===== src/rtl/ready_valid_fifo_deq_gate_if.sv =====
// Ready-valid stream bundle for ready_valid_fifo_deq_gate: enqueue side (I_*) and dequeue side (O_*).
// The slave modport is the FIFO's view; the master modport is the producer/consumer view.
interface ready_valid_fifo_deq_gate_if #(
  parameter int unsigned WIDTH = 5
);
  logic [WIDTH-1:0] I_data;
  logic             I_valid;
  logic             I_ready;
  logic [WIDTH-1:0] O_data;
  logic             O_valid;
  logic             O_ready;

  modport master (
    output I_data,
    output I_valid,
    input  I_ready,
    input  O_data,
    input  O_valid,
    output O_ready
  );

  modport slave (
    input  I_data,
    input  I_valid,
    output I_ready,
    output O_data,
    output O_valid,
    input  O_ready
  );
endinterface


===== src/rtl/ready_valid_fifo_deq_gate.sv =====
// DEPTH-entry ready-valid FIFO with a hold input that gates dequeue without disturbing contents.
// Define RV_FIFO_BYPASS_EN for a zero-latency combinational pass-through when the FIFO is empty.
module ready_valid_fifo_deq_gate #(
  parameter int unsigned WIDTH = 5,
  parameter int unsigned DEPTH = 4
) (
  input  logic                         CLK,
  input  logic                         RESET,
  ready_valid_fifo_deq_gate_if.slave   bus,
  input  logic                         hold,
  output logic [$clog2(DEPTH):0]       count
);
  localparam int unsigned AW = $clog2(DEPTH);
  localparam logic [AW-1:0] PtrOne = AW'(1);
  localparam logic [AW:0]   CntOne = (AW + 1)'(1);
  localparam logic [AW:0]   CntFull = (AW + 1)'(DEPTH);

  logic [WIDTH-1:0] r_mem [DEPTH];
  logic [AW-1:0]    r_wr_ptr;
  logic [AW-1:0]    r_rd_ptr;
  logic [AW:0]      r_cnt;

  logic             w_empty;
  logic             w_full;
  logic             w_enq;
  logic             w_deq;
  logic             w_write;
  logic             w_pop;
  logic [AW:0]      w_cnt_nxt;

  assign w_empty = (r_cnt == '0);
  assign w_full  = (r_cnt == CntFull);
  assign count   = r_cnt;

  // I_ready looks only at stored state, so a full FIFO never accepts on the cycle it drains.
  assign bus.I_ready = !w_full & !RESET;

`ifdef RV_FIFO_BYPASS_EN
  logic w_bypass;

  assign bus.O_valid = (!w_empty | bus.I_valid) & !hold & !RESET;
  assign bus.O_data  = w_empty ? bus.I_data : r_mem[r_rd_ptr];

  // An empty-FIFO word consumed in the same cycle never touches storage.
  assign w_bypass = w_empty & w_enq & w_deq;
  assign w_write  = w_enq & !w_bypass;
  assign w_pop    = w_deq & !w_bypass;
`else
  assign bus.O_valid = !w_empty & !hold & !RESET;
  assign bus.O_data  = r_mem[r_rd_ptr];

  assign w_write = w_enq;
  assign w_pop   = w_deq;
`endif

  assign w_enq = bus.I_valid & bus.I_ready;
  assign w_deq = bus.O_valid & bus.O_ready;

  always_comb begin
    w_cnt_nxt = r_cnt;
    unique case ({w_write, w_pop})
      2'b10:   w_cnt_nxt = r_cnt + CntOne;
      2'b01:   w_cnt_nxt = r_cnt - CntOne;
      default: w_cnt_nxt = r_cnt;
    endcase
  end

  always_ff @(posedge CLK) begin
    if (RESET) begin
      r_wr_ptr <= '0;
      r_rd_ptr <= '0;
      r_cnt    <= '0;
    end else begin
      if (w_write) r_wr_ptr <= r_wr_ptr + PtrOne;
      if (w_pop)   r_rd_ptr <= r_rd_ptr + PtrOne;
      r_cnt <= w_cnt_nxt;
    end
  end

  // Storage carries no reset; stale contents are unreachable once the pointers clear.
  always_ff @(posedge CLK) begin
    if (w_write) r_mem[r_wr_ptr] <= bus.I_data;
  end

endmodule


===== src/flat_wrapper.sv =====
// flat-port wrapper written by rule: the top's interface ports become plain ports
module ready_valid_fifo_deq_gate_flat 
#(
  parameter int unsigned WIDTH = 5,
  parameter int unsigned DEPTH = 4
)
  (CLK, RESET, hold, count, bus_I_data, bus_I_valid, bus_I_ready, bus_O_data, bus_O_valid, bus_O_ready);
  ready_valid_fifo_deq_gate_if #(.WIDTH(WIDTH)) bus_i ();
  input  logic CLK;
  input  logic RESET;
  input  logic hold;
  output logic [$clog2(DEPTH):0] count;
  input wire logic [$bits(bus_i.I_data)-1:0] bus_I_data;
  input wire logic [$bits(bus_i.I_valid)-1:0] bus_I_valid;
  output wire logic [$bits(bus_i.I_ready)-1:0] bus_I_ready;
  output wire logic [$bits(bus_i.O_data)-1:0] bus_O_data;
  output wire logic [$bits(bus_i.O_valid)-1:0] bus_O_valid;
  input wire logic [$bits(bus_i.O_ready)-1:0] bus_O_ready;
  assign bus_i.I_data = bus_I_data;
  assign bus_i.I_valid = bus_I_valid;
  assign bus_I_ready = bus_i.I_ready;
  assign bus_O_data = bus_i.O_data;
  assign bus_O_valid = bus_i.O_valid;
  assign bus_i.O_ready = bus_O_ready;
  ready_valid_fifo_deq_gate #(.WIDTH(WIDTH), .DEPTH(DEPTH)) u_core (.CLK(CLK), .RESET(RESET), .bus(bus_i), .hold(hold), .count(count));
endmodule

===== config.mk =====
export PLATFORM = sky130hd
export DESIGN_NAME = ready_valid_fifo_deq_gate_flat
export DESIGN_NICKNAME = d
export VERILOG_FILES = /design/src/rtl/ready_valid_fifo_deq_gate_if.sv /design/src/rtl/ready_valid_fifo_deq_gate.sv /design/src/flat_wrapper.sv
export SDC_FILE = /design/constraint.sdc
export NUM_CORES = 1
export LEC_CHECK = 0
export CAP_MARGIN = 20
export CORE_ASPECT_RATIO = 0.6
export CORE_MARGIN = 2
export CORE_UTILIZATION = 50
export DETAILED_ROUTE_END_ITERATION = 12
export PLACE_DENSITY = 0.84
export SYNTH_ARGS = -nofsm -noshare
export SYNTH_HDL_FRONTEND = slang
export SYNTH_SLANG_ARGS = --single-unit

===== constraint.sdc =====
create_clock -name CLK -period 4.3 [get_ports CLK]
set_input_delay 0.645 -clock CLK [delete_from_list [all_inputs] [get_ports CLK]]
set_output_delay 0.645 -clock CLK [all_outputs]
set_load 0.05 [all_outputs]

Word-level counts from Yosys, hierarchy flattened
Memory sizes are Yosys's and may differ from the RTL's. A register that Yosys moved wholly into a read port is not among the register bits.
Cells that the tools add are included.
{ "classes": {"n_addsub": 4, "mul": 0, "div": 0, "order_cmp": 0, "n_eq_ne": 3, "shift": 0, "n_mux": 5, "bitwise": 5, "n_reduce_logical": 6} }
{ "ops": {"columns": ["cell", "count"], "rows": [
  ["3-bit case mux with 2 select lines", 1],
  ["1-bit AND", 5],
  ["2-bit by 1-bit adder with 2-bit output, second input constant", 2],
  ["1-bit logical NOT", 4],
  ["2-bit 2-to-1 mux", 2],
  ["3-bit by 1-bit adder with 3-bit output, second input constant", 1],
  ["3-bit equality test, second input constant", 1],
  ["3-bit logical NOT", 1],
  ["3-bit by 1-bit subtractor with 3-bit output, second input constant", 1],
  ["2-bit by 1-bit equality test with 1-bit output, second input constant", 1],
  ["2-bit equality test, second input constant", 1],
  ["1-bit 2-to-1 mux", 2],
  ["2-bit nonzero test", 1]
]} }
{ "word_totals": {"regBits": 7, "latch_bits": 0, "ram_bits": 20, "mem_bits_ro": 0, "in_bits": 10, "mem_count": 1} }
{ "mem_list": {"columns": ["name", "words", "width", "read_ports", "rd_clocked_by_memory_dff", "write_ports", "line", "text"], "rows": [
  ["u_core.r_mem", 4, 5, 1, 1, 1, "ready_valid_fifo_deq_gate.sv:18", "logic [WIDTH-1:0] r_mem [DEPTH];"]
]} }

Logic depth before layout (Yosys ltp)
{ "logic_depth": {"word_depth": 7, "depth_mapped": 9} }

Least setup slack after synthesis
Ideal clock, no wire load.
{ "synth_path": {"path_kind": "reg2out", "start": "register u_core.r_cnt[0] (netlist: u_core.count[0])", "end": "output bus_O_valid", "arrival_time_ns": 1.923, "required_time_ns": 3.655, "setup_slack_ns": 1.732, "path_stages_with_launch": 3, "n_path_buf": 0, "cell_sequence": "dfxtp_1 -> nor3_2 -> nor3_1"} }
{ "synth_between": {"elab_chain_cells": 4} }
{ "synth_rtl": {"columns": ["item", "line", "text"], "rows": [
  ["start: declaration", "ready_valid_fifo_deq_gate.sv:21", "logic [AW:0] r_cnt;"],
  ["start signal: assignment", "ready_valid_fifo_deq_gate.sv:76", "r_cnt <= w_cnt_nxt;"],
  ["3-bit logical NOT", "ready_valid_fifo_deq_gate.sv:31", "assign w_empty = (r_cnt == '0);"],
  ["1-bit logical NOT", "ready_valid_fifo_deq_gate.sv:49", "assign bus.O_valid = !w_empty & !hold & !RESET;"],
  ["1-bit AND (2 in a row)", "ready_valid_fifo_deq_gate.sv:49", null],
  ["end: declaration", "flat_wrapper.sv:17", "output wire logic [$bits(bus_i.O_valid)-1:0] bus_O_valid;"]
]} }
No other way between the ends.

Worst setup path in the final report
{ "layout_path": {"start": "input RESET", "end": "output bus_O_valid"} }
{ "layout_between": {"elab_chain_cells": 2} }
{ "layout_rtl": {"columns": ["item", "line", "text"], "rows": [
  ["start: declaration", "flat_wrapper.sv:10", "input logic RESET;"],
  ["1-bit logical NOT", "ready_valid_fifo_deq_gate.sv:49", null],
  ["1-bit AND", "ready_valid_fifo_deq_gate.sv:49", null]
]} }
No other way between the ends.

==> metrics.md <==
| Metric | Value |
|---|---|
| Status | finished clean |
| Grt met1 use | 24.37% |
| Hold Violations, Final | 0 |
| GRT overflow | 0 |
| Total track usage | 17.84% |
| Final nets | 120 |
| Busiest grt layer | met2 |
| Syn nets | 96 |
| Worst path cell trace | clkdlybuf4s50_1 -> nor3_1 -> clkdlybuf4s50_1 |
| Later-pin clock latency in the skew report | 0.28 ns |
| Register area share after synthesis | 61.84% |
| Clock Pin Slew Worst Setup and Hold Paths | 0.06 ns |
| Final worst setup slack | 1.223 ns |
| TritonCTS clock tree | done |
| Post-synth top flop | edfxtp_1 |
| Slew Viols, Final | 0 |
| Critical path's largest stage delay | 0.83 ns |
| Post-synth EDFFs | 20 |
| Worst R2R Start | u_core.count[0]$_SDFFE_PP0P_ |
| Synthesized netlist cell count | 80 |
| Detail Placement HPWL | 1.506 mm |
| Critical Path Start Type | input port |
| Synth cell types | 24 |
| Final GP Congestion | 0.7801 |
| Setup repair after global routing missed its margin | false |
| DRT Wirelength | 2.122 mm |
| HP Class | reg -> reg |
| Die Ht | 42.92 um |
| M2 GR Usage | 24.42% |
| I/O Buffers | 19 |
| Row count | 14 |
| Placed cell count | 129 |
| Post-CTS Setup Inserts | 0 |
| Non-Filler Instances | 137 |
| Critical path arrival | 2.43 ns |
| Post-synth top cells | edfxtp_1 (20), dfxtp_1 (9), nor2_1 (7) |
| CTS Root Cell | clkbuf_8 |
| DRT antenna net count | 0 |
| Register area | 780.7 um^2 |
| Post-CTS Hold Buffers | 0 |
| Area of the mapped netlist | 0.001262 mm^2 |
| Reg-to-reg setup timing slack | 1.91 ns |
| Pwr dens | 426.2 mW/mm^2 |
| Global-route wire length before repair | 3.422 mm |
| P&R area growth vs syn | 25.87% |
| Total CTS buffers | 5 |
| Critical Path End | bus_O_valid |
| Critical path class | in -> out |
| Critical path fanouts, max | 13 |
| GRT met3 Usage | 7.958% |
| Largest net degree at the start of global routing | 14 |
| #FFs+latches synth | 29 |
| Io pins | 20 |
| TritonCTS Sinks | 29 |
| Worst setup EP type | primary output |
| Die area | 0.002956 mm^2 |
| Critical-path top delay cell | clkdlybuf4s50_1 |
| Static Leak | 0.5527 nW |
| Crit share post-route | 71.55% |
| Multi-input logic area | 449.2 um^2 |
| CTS Buffer Depth | 2 |
| Area contributors post-synth | edfxtp_1 (48%), dfxtp_1 (14%), mux4_2 (8.9%) |
| Drt pass-1 iters | 4 |
| Drt via density | 5.277 |
| # DRC | 0 |
| Required time of the critical path | 3.65 ns |
| Worst Setup SP | RESET |
| Final setup viols | 0 |
| CP most frequent cell | clkdlybuf4s50_1 |
| Post-CTS sizing | 0 |
| Min Hold Slack | 0.5572 ns |
| Min Tclk post-route | 3.077 ns |
| Initial DRC Count | 37 |
| Initial core utilization | 51.48% |
| Area share of the largest cell type after synthesis | 47.57% |
| Setup slack at placement | 1.238 ns |
| Post-Syn Area per Cell | 15.78 um^2 |
| Vias in the first global route | 687 |
| N_diodes | 0 |
| Worst slew margin | 64.46% |
| Reg2reg end | u_core.count[2]$_SDFFE_PP0P_ |
| Fraction of layout cells with a size suffix above 1 | 21.90% |
| Ys async rst share | 0% |
| Slew of the pin with the lowest slew margin | 0.5314 ns |
| Most frequent cell after synthesis | edfxtp_1 |
| WL/cell | 15.49 um |
| Hold Path Depth | 1 |
| Max-Cap Viols | 0 |
| Core area | 0.002452 mm^2 |
| Cells on worst reg2reg path | 9 |
| Min-delay src | u_core.r_wr_ptr[0]$_SDFFE_PP0P_ |
| Skew final | 0.007448 ns |
| Via Count | 723 |
| Initial antenna violation count | 0 |
| Setup TNS | 0 ns |
| Max Clock Freq | 325.0 MHz |
| Fill cells | 176 |
| Die width | 68.87 um |
| # H-tree levels | 2 |
| Ys Warns | 0 |
| VDD IR-drop max | 0.2689 mV |
| Yosys top cell by area | edfxtp_1 |
## area by class of cell
cell class	count	area share (%)
Multi-Input combinational cell	43	28.27
Sequential cell	29	49.13
Tap cell	32	2.520
Inverter	6	1.417
Clock buffer	6	4.567
Timing Repair Buffer	19	11.97
Clock inverter	2	2.126
## power by group
group	internal, mW	leakage, nW	switching, mW
clock network	0.171	0.0528	0.0955
logic	0.0390	0.245	0.0513
registers	0.311	0.255	0.00983
## critical path: cells and delay by family
| kind | cells | cell delay (ns) |
|---|---|---|
| and+or+nand+nor | 1 | 0.27 |
| buffers and inverters | 2 | 1.51 |
## kinds of logic after synthesis
group	share of synthesized area, %
mux	13.58
buf+inv	2.577
flops	61.84
compound gates	1.189
xor+xnor	1.388
fa+ha+maj	6.541
simple gates	12.89
## metrics by stage
step / instance area (um^2) / power (mW) / util, %
finish: 1589 / 0.6773 / 64.80
global route: 1589 / 0.6989 / 64.80
CTS: 1589 / 0.6809 / 64.80
detailed placement: 1483 / 0.4168 / 60.46
global placement: 1483 / 0.4132 / 60.46
floorplan: 1262 / 0.3842 / -
## layout by cell type (no fill, tap or decap), types with 2 or more instances in the layout
cell type	Yosys	routed
nor3b_2	2	2
nor2_1	7	7
inv_1	6	6
xor2_1	2	2
dfxtp_1	9	9
mux2_2	2	2
nor2b_1	3	3
and2_2	4	4
ha_1	5	5
edfxtp_1	20	20
a21oi_1	2	2
mux4_2	5	5
clkdlybuf4s50_1	0	19
clkbuf_8	0	5
## metal layers
| metal | up-vias | share of wire, % |
|---|---|---|
| li1 | 334 | - |
| met1 | 365 | 49 |
| met4 | 0 | 2.0 |
| met5 | - | 0 |
| met2 | 20 | 44 |
| met3 | 4 | 4.9 |
## sequential cells by signal, summed over array words and instances (netlist names), named ones only
register,count
u_core.r_mem,20
u_core.r_rd_ptr,2
u_core.r_wr_ptr,2
u_core.count,3
## how the worst min path moves through the flow
stage | slack (ns) | endpoint
2_1_floorplan | 0.48 | u_core.r_wr_ptr[0]$_SDFFE_PP0P_
3_3_place_gp | 0.50 | u_core.r_wr_ptr[0]$_SDFFE_PP0P_
3_5_place_dp | 0.54 | u_core.count[2]$_SDFFE_PP0P_
4_1_cts | 0.56 | u_core.r_wr_ptr[0]$_SDFFE_PP0P_
5_1_grt | 0.58 | u_core.count[2]$_SDFFE_PP0P_
6_report | 0.56 | u_core.r_wr_ptr[0]$_SDFFE_PP0P_
Power figures use the tool's default switching activity.
